`config.mk`:
```
export PLATFORM = sky130hd
export DESIGN_NAME = ysyx_24110015_idu
export DESIGN_NICKNAME = d
export VERILOG_FILES = /design/src/rtl/ysyx_24110015_idu_pkg.sv /design/src/rtl/ysyx_24110015_idu_immgen.sv /design/src/rtl/ysyx_24110015_idu.sv
export SDC_FILE = /design/constraint.sdc
export NUM_CORES = 1
export LEC_CHECK = 0
export CAP_MARGIN = 5
export CORE_ASPECT_RATIO = 1.2
export CORE_MARGIN = 3
export CORE_UTILIZATION = 37
export DETAILED_ROUTE_END_ITERATION = 10
export SLEW_MARGIN = 20
export SYNTH_ARGS = -nofsm -noshare
export SYNTH_HDL_FRONTEND = slang
export SYNTH_SLANG_ARGS = --single-unit
```
`constraint.sdc`:
```
create_clock -name clk -period 7.3 [get_ports clk]
set_input_delay 1.46 -clock clk [delete_from_list [all_inputs] [get_ports clk]]
set_output_delay 1.46 -clock clk [all_outputs]
set_load 0.03 [all_outputs]
```
`src/rtl/ysyx_24110015_idu_pkg.sv`:
```
// Shared decode definitions for the RV32I IDU: ALU opcodes, base opcodes,
// writeback selects and small decode helpers.
package ysyx_24110015_idu_pkg;

  typedef enum logic [3:0] {
    ALU_ADD = 4'b0000,
    ALU_SLL = 4'b0001,
    ALU_LT  = 4'b0010,
    ALU_LTU = 4'b0011,
    ALU_XOR = 4'b0100,
    ALU_SRL = 4'b0101,
    ALU_OR  = 4'b0110,
    ALU_AND = 4'b0111,
    ALU_SUB = 4'b1000,
    ALU_EQ  = 4'b1001,
    ALU_NE  = 4'b1010,
    ALU_GE  = 4'b1011,
    ALU_GEU = 4'b1100,
    ALU_SRA = 4'b1101
  } alu_op_e;

  typedef enum logic [1:0] {
    WSEL_ALU  = 2'd0,
    WSEL_MEM  = 2'd1,
    WSEL_LINK = 2'd2
  } wsel_e;

  typedef enum logic [2:0] {
    IMM_I,
    IMM_S,
    IMM_B,
    IMM_U,
    IMM_J,
    IMM_NONE
  } imm_type_e;

  localparam logic [6:0] OPC_LUI    = 7'b0110111;
  localparam logic [6:0] OPC_AUIPC  = 7'b0010111;
  localparam logic [6:0] OPC_JAL    = 7'b1101111;
  localparam logic [6:0] OPC_JALR   = 7'b1100111;
  localparam logic [6:0] OPC_BRANCH = 7'b1100011;
  localparam logic [6:0] OPC_LOAD   = 7'b0000011;
  localparam logic [6:0] OPC_STORE  = 7'b0100011;
  localparam logic [6:0] OPC_OP_IMM = 7'b0010011;
  localparam logic [6:0] OPC_OP     = 7'b0110011;

  // Immediate format implied by the base opcode; unknown opcodes fall back to I.
  function automatic imm_type_e imm_type_of(input logic [6:0] opc);
    imm_type_e t;
    case (opc)
      OPC_LUI, OPC_AUIPC:            t = IMM_U;
      OPC_JAL:                       t = IMM_J;
      OPC_JALR, OPC_LOAD, OPC_OP_IMM: t = IMM_I;
      OPC_STORE:                     t = IMM_S;
      OPC_BRANCH:                    t = IMM_B;
      OPC_OP:                        t = IMM_NONE;
      default:                       t = IMM_I;
    endcase
    return t;
  endfunction

  // Branch funct3 to comparison op; 010/011 are reserved and flagged elsewhere.
  function automatic alu_op_e branch_alu_op(input logic [2:0] f3);
    alu_op_e op;
    case (f3)
      3'b000:  op = ALU_EQ;
      3'b001:  op = ALU_NE;
      3'b100:  op = ALU_LT;
      3'b101:  op = ALU_GE;
      3'b110:  op = ALU_LTU;
      3'b111:  op = ALU_GEU;
      default: op = ALU_ADD;
    endcase
    return op;
  endfunction

endpackage

```
`src/rtl/ysyx_24110015_idu_immgen.sv`:
```
// Combinational immediate generator: picks the I/S/B/U/J immediate for the
// instruction's opcode and sign-extends it to the datapath width.
module ysyx_24110015_immgen
  import ysyx_24110015_idu_pkg::*;
#(
  parameter int DATA_WIDTH = 32
) (
  input  logic [DATA_WIDTH-1:0] inst,
  output logic [DATA_WIDTH-1:0] imm
);

  logic signed [31:0] imm32;

  // Assemble the 32-bit immediate by format, then widen with sign.
  always_comb begin
    imm32 = '0;
    case (imm_type_of(inst[6:0]))
      IMM_I:   imm32 = {{20{inst[31]}}, inst[31:20]};
      IMM_S:   imm32 = {{20{inst[31]}}, inst[31:25], inst[11:7]};
      IMM_B:   imm32 = {{19{inst[31]}}, inst[31], inst[7], inst[30:25], inst[11:8], 1'b0};
      IMM_U:   imm32 = {inst[31:12], 12'b0};
      IMM_J:   imm32 = {{11{inst[31]}}, inst[31], inst[19:12], inst[20], inst[30:21], 1'b0};
      default: imm32 = '0;
    endcase
    imm = DATA_WIDTH'(imm32);
  end

endmodule

```
`src/rtl/ysyx_24110015_idu.sv`:
```
// RV32I instruction decode unit: decodes the fetched instruction against
// same-cycle register reads and holds the result in a single bundle register
// with a valid/ready handshake on both sides.
module ysyx_24110015_idu
  import ysyx_24110015_idu_pkg::*;
#(
  parameter int DATA_WIDTH = 32
) (
  input  logic                  clk,
  input  logic                  rst,
  input  logic                  flush,
  input  logic                  in_valid,
  output logic                  in_ready,
  input  logic [DATA_WIDTH-1:0] inst,
  input  logic [DATA_WIDTH-1:0] pc,
  output logic [4:0]            rs1_addr,
  output logic [4:0]            rs2_addr,
  input  logic [DATA_WIDTH-1:0] rs1_data,
  input  logic [DATA_WIDTH-1:0] rs2_data,
  output logic                  out_valid,
  input  logic                  out_ready,
  output logic [3:0]            alu_op,
  output logic [DATA_WIDTH-1:0] alu_src1,
  output logic [DATA_WIDTH-1:0] alu_src2,
  output logic [DATA_WIDTH-1:0] imm,
  output logic [DATA_WIDTH-1:0] target,
  output logic [DATA_WIDTH-1:0] link,
  output logic [4:0]            rd,
  output logic                  wen,
  output logic [1:0]            wsel,
  output logic                  mem_ren,
  output logic                  mem_wen,
  output logic [2:0]            mem_funct3,
  output logic                  branch,
  output logic                  jump,
  output logic                  illegal
);

  localparam logic [DATA_WIDTH-1:0] FOUR = DATA_WIDTH'(4);

  logic [6:0]            opc;
  logic [2:0]            f3;
  logic [6:0]            f7;
  logic [4:0]            rd_f;
  logic [DATA_WIDTH-1:0] imm_w;
  logic [DATA_WIDTH-1:0] shamt_w;
  logic [DATA_WIDTH-1:0] jalr_sum;
  logic                  capture;

  alu_op_e               d_op;
  logic [DATA_WIDTH-1:0] d_src1, d_src2, d_target;
  logic                  d_wen, d_mren, d_mwen, d_br, d_jmp, d_ill;
  wsel_e                 d_wsel;
  logic [2:0]            d_mf3;

  logic                  vld_p1;
  alu_op_e               alu_op_p1;
  logic [DATA_WIDTH-1:0] src1_p1, src2_p1, imm_p1, target_p1, link_p1;
  logic [4:0]            rd_p1;
  logic                  wen_p1, mren_p1, mwen_p1, br_p1, jmp_p1, ill_p1;
  wsel_e                 wsel_p1;
  logic [2:0]            mf3_p1;

  assign opc      = inst[6:0];
  assign f3       = inst[14:12];
  assign f7       = inst[31:25];
  assign rd_f     = inst[11:7];
  assign rs1_addr = inst[19:15];
  assign rs2_addr = inst[24:20];
  assign shamt_w  = {{(DATA_WIDTH-5){1'b0}}, inst[24:20]};
  assign jalr_sum = rs1_data + imm_w;

  // The bundle register frees up as soon as it is empty or being drained.
  assign in_ready = !vld_p1 || out_ready;
  assign capture  = in_valid && in_ready && !flush;

  ysyx_24110015_immgen #(.DATA_WIDTH(DATA_WIDTH)) u_immgen (
    .inst (inst),
    .imm  (imm_w)
  );

  // Decode: operand muxing, ALU op and side-effect controls for the instruction.
  always_comb begin
    d_op     = ALU_ADD;
    d_src1   = '0;
    d_src2   = '0;
    d_target = pc + imm_w;
    d_wen    = 1'b0;
    d_wsel   = WSEL_ALU;
    d_mren   = 1'b0;
    d_mwen   = 1'b0;
    d_mf3    = 3'b000;
    d_br     = 1'b0;
    d_jmp    = 1'b0;
    d_ill    = 1'b0;
    case (opc)
      OPC_LUI: begin
        d_src2 = imm_w;
        d_wen  = 1'b1;
      end
      OPC_AUIPC: begin
        d_src1 = pc;
        d_src2 = imm_w;
        d_wen  = 1'b1;
      end
      OPC_JAL: begin
        d_src1 = pc;
        d_src2 = FOUR;
        d_wen  = 1'b1;
        d_wsel = WSEL_LINK;
        d_jmp  = 1'b1;
      end
      OPC_JALR: begin
        d_src1   = pc;
        d_src2   = FOUR;
        d_target = {jalr_sum[DATA_WIDTH-1:1], 1'b0};
        d_wen    = 1'b1;
        d_wsel   = WSEL_LINK;
        d_jmp    = 1'b1;
      end
      OPC_BRANCH: begin
        d_src1 = rs1_data;
        d_src2 = rs2_data;
        if (f3 == 3'b010 || f3 == 3'b011) begin
          d_ill = 1'b1;
        end else begin
          d_op = branch_alu_op(f3);
          d_br = 1'b1;
        end
      end
      OPC_LOAD: begin
        d_src1 = rs1_data;
        d_src2 = imm_w;
        d_mren = 1'b1;
        d_mf3  = f3;
        d_wen  = 1'b1;
        d_wsel = WSEL_MEM;
      end
      OPC_STORE: begin
        d_src1 = rs1_data;
        d_src2 = imm_w;
        d_mwen = 1'b1;
        d_mf3  = f3;
      end
      OPC_OP_IMM: begin
        d_src1 = rs1_data;
        d_src2 = (f3 == 3'b001 || f3 == 3'b101) ? shamt_w : imm_w;
        d_op   = (f3 == 3'b101 && inst[30]) ? ALU_SRA : alu_op_e'({1'b0, f3});
        d_wen  = 1'b1;
      end
      OPC_OP: begin
        d_src1 = rs1_data;
        d_src2 = rs2_data;
        if (f7 == 7'b0000000 || f7 == 7'b0100000) begin
          if (f3 == 3'b000 && inst[30])      d_op = ALU_SUB;
          else if (f3 == 3'b101 && inst[30]) d_op = ALU_SRA;
          else                               d_op = alu_op_e'({1'b0, f3});
          d_wen = 1'b1;
        end else begin
          d_ill = 1'b1;
        end
      end
      default: d_ill = 1'b1;
    endcase
    if (rd_f == 5'd0) d_wen = 1'b0;
  end

  // ---- stage p1: decode bundle register ----
  // Load on capture; drop valid on handoff or flush; hold otherwise.
  always_ff @(posedge clk) begin
    if (rst) begin
      vld_p1    <= 1'b0;
      alu_op_p1 <= ALU_ADD;
      src1_p1   <= '0;
      src2_p1   <= '0;
      imm_p1    <= '0;
      target_p1 <= '0;
      link_p1   <= '0;
      rd_p1     <= '0;
      wen_p1    <= 1'b0;
      wsel_p1   <= WSEL_ALU;
      mren_p1   <= 1'b0;
      mwen_p1   <= 1'b0;
      mf3_p1    <= '0;
      br_p1     <= 1'b0;
      jmp_p1    <= 1'b0;
      ill_p1    <= 1'b0;
    end else if (capture) begin
      vld_p1    <= 1'b1;
      alu_op_p1 <= d_op;
      src1_p1   <= d_src1;
      src2_p1   <= d_src2;
      imm_p1    <= imm_w;
      target_p1 <= d_target;
      link_p1   <= pc + FOUR;
      rd_p1     <= rd_f;
      wen_p1    <= d_wen;
      wsel_p1   <= d_wsel;
      mren_p1   <= d_mren;
      mwen_p1   <= d_mwen;
      mf3_p1    <= d_mf3;
      br_p1     <= d_br;
      jmp_p1    <= d_jmp;
      ill_p1    <= d_ill;
    end else if (flush || out_ready) begin
      vld_p1    <= 1'b0;
    end
  end

  assign out_valid  = vld_p1;
  assign alu_op     = alu_op_p1;
  assign alu_src1   = src1_p1;
  assign alu_src2   = src2_p1;
  assign imm        = imm_p1;
  assign target     = target_p1;
  assign link       = link_p1;
  assign rd         = rd_p1;
  assign wen        = wen_p1;
  assign wsel       = wsel_p1;
  assign mem_ren    = mren_p1;
  assign mem_wen    = mwen_p1;
  assign mem_funct3 = mf3_p1;
  assign branch     = br_p1;
  assign jump       = jmp_p1;
  assign illegal    = ill_p1;

endmodule

```
# ---- Word-level counts from Yosys, hierarchy flattened
# Index checks and enable logic that the tools add are counted.
dict set report totals {
  reg_bits 181
  in_bits 133
  output_inout_bits 192
  wordCells 92
}
dict set report classes {
  add_sub_neg 3
  n_eq_ne 21
  muxes 27
  n_reduce_logical 25
}
# op count
set op_table {}
lappend op_table {{one-hot mux 32 bit (5 select lines)} 1}
lappend op_table {{one-hot mux 32 bit (4 select lines)} 1}
lappend op_table {{adder 32 bit} 2}
lappend op_table {{2-to-1 mux 32 bit} 2}
lappend op_table {{one-hot mux 32 bit (2 select lines)} 1}
lappend op_table {{adder 32 x 3 -> 32 bit (second input constant)} 1}
lappend op_table {{equality test 7 x 6 -> 1 bit (second input constant)} 4}
lappend op_table {{one-hot mux 4 bit (6 select lines)} 1}
lappend op_table {{equality test 7 bit (second input constant)} 3}
lappend op_table {{2-to-1 mux 4 bit} 4}
lappend op_table {{equality test 3 bit (second input constant)} 5}
lappend op_table {{one-hot mux 3 bit (5 select lines)} 1}
lappend op_table {{equality test 7 x 5 -> 1 bit (second input constant)} 2}
lappend op_table {{equality test 3 x 2 -> 1 bit (second input constant)} 4}
lappend op_table {{one-hot mux 4 bit (3 select lines)} 1}
lappend op_table {{2-to-1 mux 1 bit} 11}
lappend op_table {{OR reduction 2 bit} 4}
lappend op_table {{equality test 7 x 2 -> 1 bit (second input constant)} 1}
lappend op_table {{logical NOT 7 bit} 1}
lappend op_table {{OR reduction 7 bit} 1}
lappend op_table {{equality test 3 x 1 -> 1 bit (second input constant)} 2}
lappend op_table {{logical NOT 3 bit} 2}
lappend op_table {{OR reduction 6 bit} 1}
lappend op_table {{logical NOT 5 bit} 1}
lappend op_table {{11 further kinds} 19}

# ---- Longest topological paths before layout
dict set report logic_depth {
  word_depth 7
  depth_mapped 20
  depth_no_buf 17
}

# ---- By module
# From an unflattened synthesis, not the netlist that was laid out.
dict set report unflattened {
  hier_cells 1522
  area_unflattened_um2 11671.2
}
# module n_inst cells_each area_per_inst_um2 seq_area_each_um2
set modules_own_cells {}
lappend modules_own_cells {ysyx_24110015_idu 1 1459 11199.5 3603.5}
lappend modules_own_cells {ysyx_24110015_immgen 1 63 471.7 0.0}

# ---- Worst setup path after synthesis
# OpenSTA, ideal clock, no wires.
dict set report synth_timing {
  path_type {input-to-reg}
  start {input inst[4]}
  end {register target_p1[27] (netlist: target[27])}
  setup_time_ns 0.096
  arrival_time_ns 4.931
  t_required_ns 7.204
  setup_slack_ns 2.274
  cell_stages 19
  n_path_buf 2
  cell_sequence {buf_4 -> nand3b_4 -> or3_1 -> clkbuf_1 -> nand2_1 -> o21a_1 -> a21oi_1 -> inv_1 -> ha_1 -> a21o_1 -> a221oi_1 -> inv_1 -> o2111ai_4 -> a21boi_2 -> a221oi_4 -> xnor2_1 -> a21oi_1 -> a211o_1 -> o41ai_2}
}
dict set report synth_between {
  elab_chain_cells 7
  elab_cells_between_ends 18
  classes_between {2 x add/sub; 11 x eq/ne; 3 x mux; 2 x reduce/logical}
}
# element line
set synth_rtl {}
lappend synth_rtl {{from (decl)} ysyx_24110015_idu.sv:14} ;# input logic [DATA_WIDTH-1:0] inst,
lappend synth_rtl {{equality test 7 x 6 -> 1 bit / equality test 7 x 5 -> 1 bit (equally long branches)} ysyx_24110015_idu_pkg.sv:50} ;# case (opc)
lappend synth_rtl {{OR reduction 2 bit} ysyx_24110015_idu_pkg.sv:50}
lappend synth_rtl {{one-hot mux 3 bit (5 select lines) *} ysyx_24110015_idu_pkg.sv:50}
lappend synth_rtl {{equality test 3 bit (tied with other cells)} ysyx_24110015_idu_immgen.sv:17} ;# case (imm_type_of(inst[6:0]))
lappend synth_rtl {{one-hot mux 32 bit (5 select lines) *} ysyx_24110015_idu_immgen.sv:17}
lappend synth_rtl {{net imm_w[12]} ysyx_24110015_idu.sv:45} ;# logic [DATA_WIDTH-1:0] imm_w;
lappend synth_rtl {{adder 32 bit, on equally long branches} {ysyx_24110015_idu.sv:87, ysyx_24110015_idu.sv:71}}
lappend synth_rtl {{2-to-1 mux 32 bit *} ysyx_24110015_idu.sv:96} ;# case (opc)
lappend synth_rtl {{to (signal assigned)} ysyx_24110015_idu.sv:194} ;# target_p1 <= d_target;
lappend synth_rtl {{to (decl)} ysyx_24110015_idu.sv:58} ;# logic [DATA_WIDTH-1:0] src1_p1, src2_p1, imm_p1, target_p1, link_p1;
# The timed path passes the listed nets; every way through them passes the cells marked *.
# A chain may end at the register's enable or synchronous reset.

# ---- Final worst setup path
dict set report layout_timing {
  start {input inst[3]}
  end {register target_p1[27] (netlist: target[27])}
}
# Same word-level chain as after synthesis.

==> report_table.html <==
<table>
<tr><th>Metric</th><th>Value</th></tr>
<tr><th colspan="2">Die</th></tr>
<tr><td>Placement Rows</td><td>69</td></tr>
<tr><td>Effective utilization at floorplan</td><td>0.380</td></tr>
<tr><td>Die Span X</td><td>166 um</td></tr>
<tr><td>Core Region</td><td>0.0300 mm2</td></tr>
<tr><td>DIE AREA</td><td>0.0330 mm2</td></tr>
<tr><td>Die Height</td><td>198 um</td></tr>
<tr><td>Boundary pin count</td><td>325</td></tr>
<tr><th colspan="2">STA</th></tr>
<tr><td>Worst relative slew slack</td><td>0.369</td></tr>
<tr><td># setup viols final</td><td>0</td></tr>
<tr><td>Final worst-path cycle share</td><td>0.828</td></tr>
<tr><td>Slew @ Worst Pin</td><td>0.945 ns</td></tr>
<tr><td>Final sum of negative setup slack</td><td>0 ns</td></tr>
<tr><td>Setup repair after global routing missed its margin</td><td>false</td></tr>
<tr><td>Highest clock frequency the design can meet</td><td>165 MHz</td></tr>
<tr><td>Final Hold Fails</td><td>0</td></tr>
<tr><td>Fin crit period</td><td>6.05 ns</td></tr>
<tr><td>Fin Clk Skew</td><td>0.00984 ns</td></tr>
<tr><td>WHS</td><td>0.455 ns</td></tr>
<tr><td>Max-slew violation count</td><td>0</td></tr>
<tr><th colspan="2">Critical path</th></tr>
<tr><td>WP buf/inv</td><td>2</td></tr>
<tr><td>Cell Chain, Critical Path</td><td>clkdlybuf4s50_1 -&gt; nand3b_1 -&gt; nor3_1 -&gt; nand3_1 -&gt; and3_1 -&gt; a21oi_1 -&gt; inv_1 -&gt; ha_1 -&gt; a2111oi_0 -&gt; a21oi_1 -&gt; a211oi_1 -&gt; a21boi_2 -&gt; a221oi_4 -&gt; xnor2_1 -&gt; a21oi_1 -&gt; a211o_1 -&gt; o41ai_2</td></tr>
<tr><td>CP max stage cell</td><td>clkdlybuf4s50_1</td></tr>
<tr><td>Top Family by Delay on Critical Path</td><td>compound AO/OA/AOI/OAI gates</td></tr>
<tr><td>Type of element capturing the critical path</td><td>flop</td></tr>
<tr><td>Worst setup path class</td><td>input port to flop</td></tr>
<tr><td>Highest cell delay on the worst timing path</td><td>0.53 ns</td></tr>
<tr><td>Crit path launch type</td><td>input port</td></tr>
<tr><td>Worst EP arrival</td><td>6.40 ns</td></tr>
<tr><td>Cell repeated most along the worst path</td><td>a21oi_1</td></tr>
<tr><td>Required time at the worst-slack endpoint</td><td>7.66 ns</td></tr>
<tr><td>Maximum fanout along the worst path</td><td>11</td></tr>
<tr><th colspan="2">Clock tree</th></tr>
<tr><td>TritonCTS Buffers</td><td>17</td></tr>
<tr><td>Count of buffers added by post-CTS timing repair for setup</td><td>0</td></tr>
<tr><td>Quantity of hold-fixing buffers added after cts</td><td>0</td></tr>
<tr><td>Clock transition at the registers of the reported paths</td><td>0.08 ns</td></tr>
<tr><td>Max clock buf depth</td><td>2</td></tr>
<tr><td>Count of instances resized after the clock tree is built</td><td>0</td></tr>
<tr><td>Number of clock sinks seen by CTS</td><td>181</td></tr>
<tr><td>Total number of H-tree levels</td><td>4</td></tr>
<tr><td>Clock latency at the later pin of the worst-skew pair</td><td>0.46 ns</td></tr>
<tr><td>Clock root cell</td><td>clkbuf_16</td></tr>
<tr><td>TritonCTS clock tree</td><td>done</td></tr>
<tr><th colspan="2">Synthesis</th></tr>
<tr><td>Flops &amp; latches, synth</td><td>181</td></tr>
<tr><td>Avg Synthesized Cell Area</td><td>7.73 um2</td></tr>
<tr><td>Proportion of register bits with asynchronous set or reset after synthesis</td><td>0</td></tr>
<tr><td>Prevailing post-synth register cell</td><td>dfxtp_1</td></tr>
<tr><td>Number of flops mapped to enable cells by yosys</td><td>0</td></tr>
<tr><td>Yosys top cell area share</td><td>0.318</td></tr>
<tr><td>Number of warnings reported in the yosys synthesis log</td><td>0</td></tr>
<tr><td>Area of the mapped netlist</td><td>0.0114 mm2</td></tr>
<tr><td>Cell type with the largest total area after synthesis</td><td>dfxtp_1</td></tr>
<tr><td>Leading cell types by total area after synthesis</td><td>dfxtp_1 32%, nor2_1 7.4%, ha_1 6.8%</td></tr>
<tr><td>Cell variety after synth</td><td>84</td></tr>
<tr><td>Net Count, Synth</td><td>1,671</td></tr>
<tr><td>Cell count after synthesis</td><td>1,474</td></tr>
<tr><td>Register area share after synthesis</td><td>0.318</td></tr>
<tr><th colspan="2">GRT</th></tr>
<tr><td>Number of global-route vias before repair</td><td>11,400</td></tr>
<tr><td>Overall routing resource usage</td><td>0.265</td></tr>
<tr><td>Maximum number of pins on one net before global-route repair</td><td>175</td></tr>
<tr><td>Initial antenna violation count</td><td>1</td></tr>
<tr><td>Aggregate global routing overflow</td><td>0</td></tr>
<tr><td>First-pass GRT wire length</td><td>68,800 um</td></tr>
<tr><th colspan="2">Power and ir drop</th></tr>
<tr><td>Static leakage</td><td>0.00578 uW</td></tr>
<tr><td>Overall Power</td><td>2880 uW</td></tr>
<tr><td>Largest voltage drop on the vdd net</td><td>0.154 mV</td></tr>
<tr><td>Power density relative to cell area</td><td>187 mW/mm2</td></tr>
<tr><th colspan="2">Drt</th></tr>
<tr><td>Number of design-rule violations left by the first detailed-router iteration</td><td>845</td></tr>
<tr><td>DRC errors left</td><td>0</td></tr>
<tr><td>Post-route antenna net violation count</td><td>0</td></tr>
<tr><td>First drt pass iteration count</td><td>6</td></tr>
<tr><td>Sum of routed wire length over all layers</td><td>45,900 um</td></tr>
<tr><td>Routed wirelength normalized by instance count</td><td>21.5 um</td></tr>
<tr><td>Via-per-instance ratio</td><td>5.69</td></tr>
<tr><td>Total via count in the routed design</td><td>12,100</td></tr>
<tr><th colspan="2">Cells and area</th></tr>
<tr><td>Share of final-layout standard cells stronger than drive strength 1</td><td>0.0448</td></tr>
<tr><td>Post-Route Utilization</td><td>0.515</td></tr>
<tr><td>Net count reported at finish</td><td>1,927</td></tr>
<tr><td>Area Growth Syn to Fin</td><td>35.2%</td></tr>
<tr><th colspan="2">Placed design</th></tr>
<tr><td>Number of input and output port buffers inserted</td><td>324</td></tr>
<tr><td>HPWL reported at the end of detailed placement</td><td>34,200 um</td></tr>
<tr><td>Final GP Congestion</td><td>0.945</td></tr>
<tr><th colspan="2">Min path</th></tr>
<tr><td>Worst hold path class</td><td>flop to flop</td></tr>
<tr><th colspan="2">Status</th></tr>
<tr><td>Run status</td><td>complete, no violations</td></tr>
<tr><th colspan="2">Run</th></tr>
<tr><td>Max Cap Violations</td><td>0</td></tr>
</table>
## worst paths after layout
path         cells past startpoint    endpoint  slack (ns)  startpoint
min reg2reg                      2       rd[1]        0.46       rd[1]
min                              2       rd[1]        0.46       rd[1]
max                             17  target[27]        1.25     inst[3]
max reg2reg                      7  target[18]        4.87   out_valid
## synth_stat cells (3+ instances only)
| library cell | instances |
|---|---|
| a211o_1 | 3 |
| a211oi_1 | 84 |
| a21o_1 | 27 |
| a21oi_1 | 106 |
| a221oi_1 | 33 |
| a22o_1 | 8 |
| a22oi_1 | 38 |
| a311oi_1 | 8 |
| a31oi_1 | 9 |
| and2_1 | 6 |
| and3_1 | 21 |
| and4_1 | 4 |
| buf_1 | 8 |
| buf_2 | 3 |
| buf_4 | 11 |
| clkbuf_1 | 76 |
| dfxtp_1 | 181 |
| ha_1 | 62 |
| inv_1 | 41 |
| nand2_1 | 141 |
| nand2b_1 | 6 |
| nand3_1 | 37 |
| nand3b_1 | 3 |
| nand4_1 | 11 |
| nor2_1 | 225 |
| nor2b_1 | 7 |
| nor3_1 | 66 |
| nor3b_1 | 3 |
| nor4_1 | 6 |
| o211ai_1 | 9 |
| o21a_1 | 15 |
| o21ai_0 | 61 |
| o21ai_1 | 4 |
| o21bai_1 | 5 |
| o22ai_1 | 3 |
| o31ai_1 | 3 |
| or3_1 | 7 |
| xnor2_1 | 37 |
| xor2_1 | 41 |
## cells in the final DEF, fill, tap and decap left out, types with 10 or more instances in the layout
cell,synthesis,routed
buf_4,11,10
nand2_1,141,141
o21ai_0,61,61
o21a_1,15,15
a221oi_1,33,33
a21oi_1,106,106
clkdlybuf4s50_1,0,323
dfxtp_1,181,181
nor2_1,225,224
a21o_1,27,27
nand3_1,37,37
inv_1,41,41
nand4_1,11,11
clkbuf_16,0,17
xor2_1,41,41
ha_1,62,62
xnor2_1,37,37
a211oi_1,84,84
and3_1,21,21
a22oi_1,38,38
nor3_1,66,66
## worst register-to-register path, cell delays in order, from the launching register on
cell and delay (ns):
dfxtp_1 0.35, nor2b_1 0.17, nor3b_2 0.24, buf_12 0.50
buf_4 0.65, o21ai_0 0.16, a21oi_1 0.16, nor3_1 0.06
## final cells by class
type / instances / area, um2
fill: 2930 / 14500
multi-input combinational: 1152 / 7220
sequential: 181 / 3620
timing repair buffer: 336 / 3360
tap: 390 / 488
clock buffer: 17 / 425
inverter: 42 / 158
clock inverter: 15 / 141
antenna: 1 / 2.50
## report_power, final
part | switching (uW) | internal (uW) | total, uW
clock | 481 | 453 | 934
sequential | 28.2 | 1040 | 1070
combinational | 524 | 361 | 886
## state kept, by name, indices dropped and copies added, names as in the netlist
signal,flops
wen,1
alu_op,4
alu_src2,32
link,32
wsel,2
branch,1
mem_ren,1
illegal,1
imm,32
alu_src1,32
mem_wen,1
mem_funct3,3
jump,1
rd,5
out_valid,1
target,32
## layer usage
metal | global-route usage | up-vias | wire length (um)
met5 | 0 | - | 0
met4 | 0.0993 | 0 | 1580
met3 | 0.0343 | 82 | 2310
met2 | 0.459 | 422 | 23000
met1 | 0.340 | 5769 | 19000
li1 | - | 5872 | -
## metrics by stage
stage | instance area (um2) | setup WS, ns | cells
5_1_grt | 15400 | 0.885 | 2134
2_1_floorplan | 11400 | 2.27 | 1474
6_report | 15400 | 1.25 | 2134
3_5_place_dp | 14800 | 0.897 | 2101
3_3_place_gp | 14800 | 0.977 | 2101
4_1_cts | 15400 | 1.36 | 2133
## cell families (layout without fill, tap and decap cells)
kind of cell / Yosys count / count (layout) / synth area share
mux: 3 / 3 / 0.00274
other cells: 0 / 1 / 0
flops: 181 / 181 / 0.318
simple gates: 556 / 556 / 0.219
buf+inv: 141 / 410 / 0.0510
fa+ha+maj: 64 / 64 / 0.0716
xor+xnor: 78 / 78 / 0.0599
compound gates: 451 / 451 / 0.278
Power figures use the tool's default switching activity.
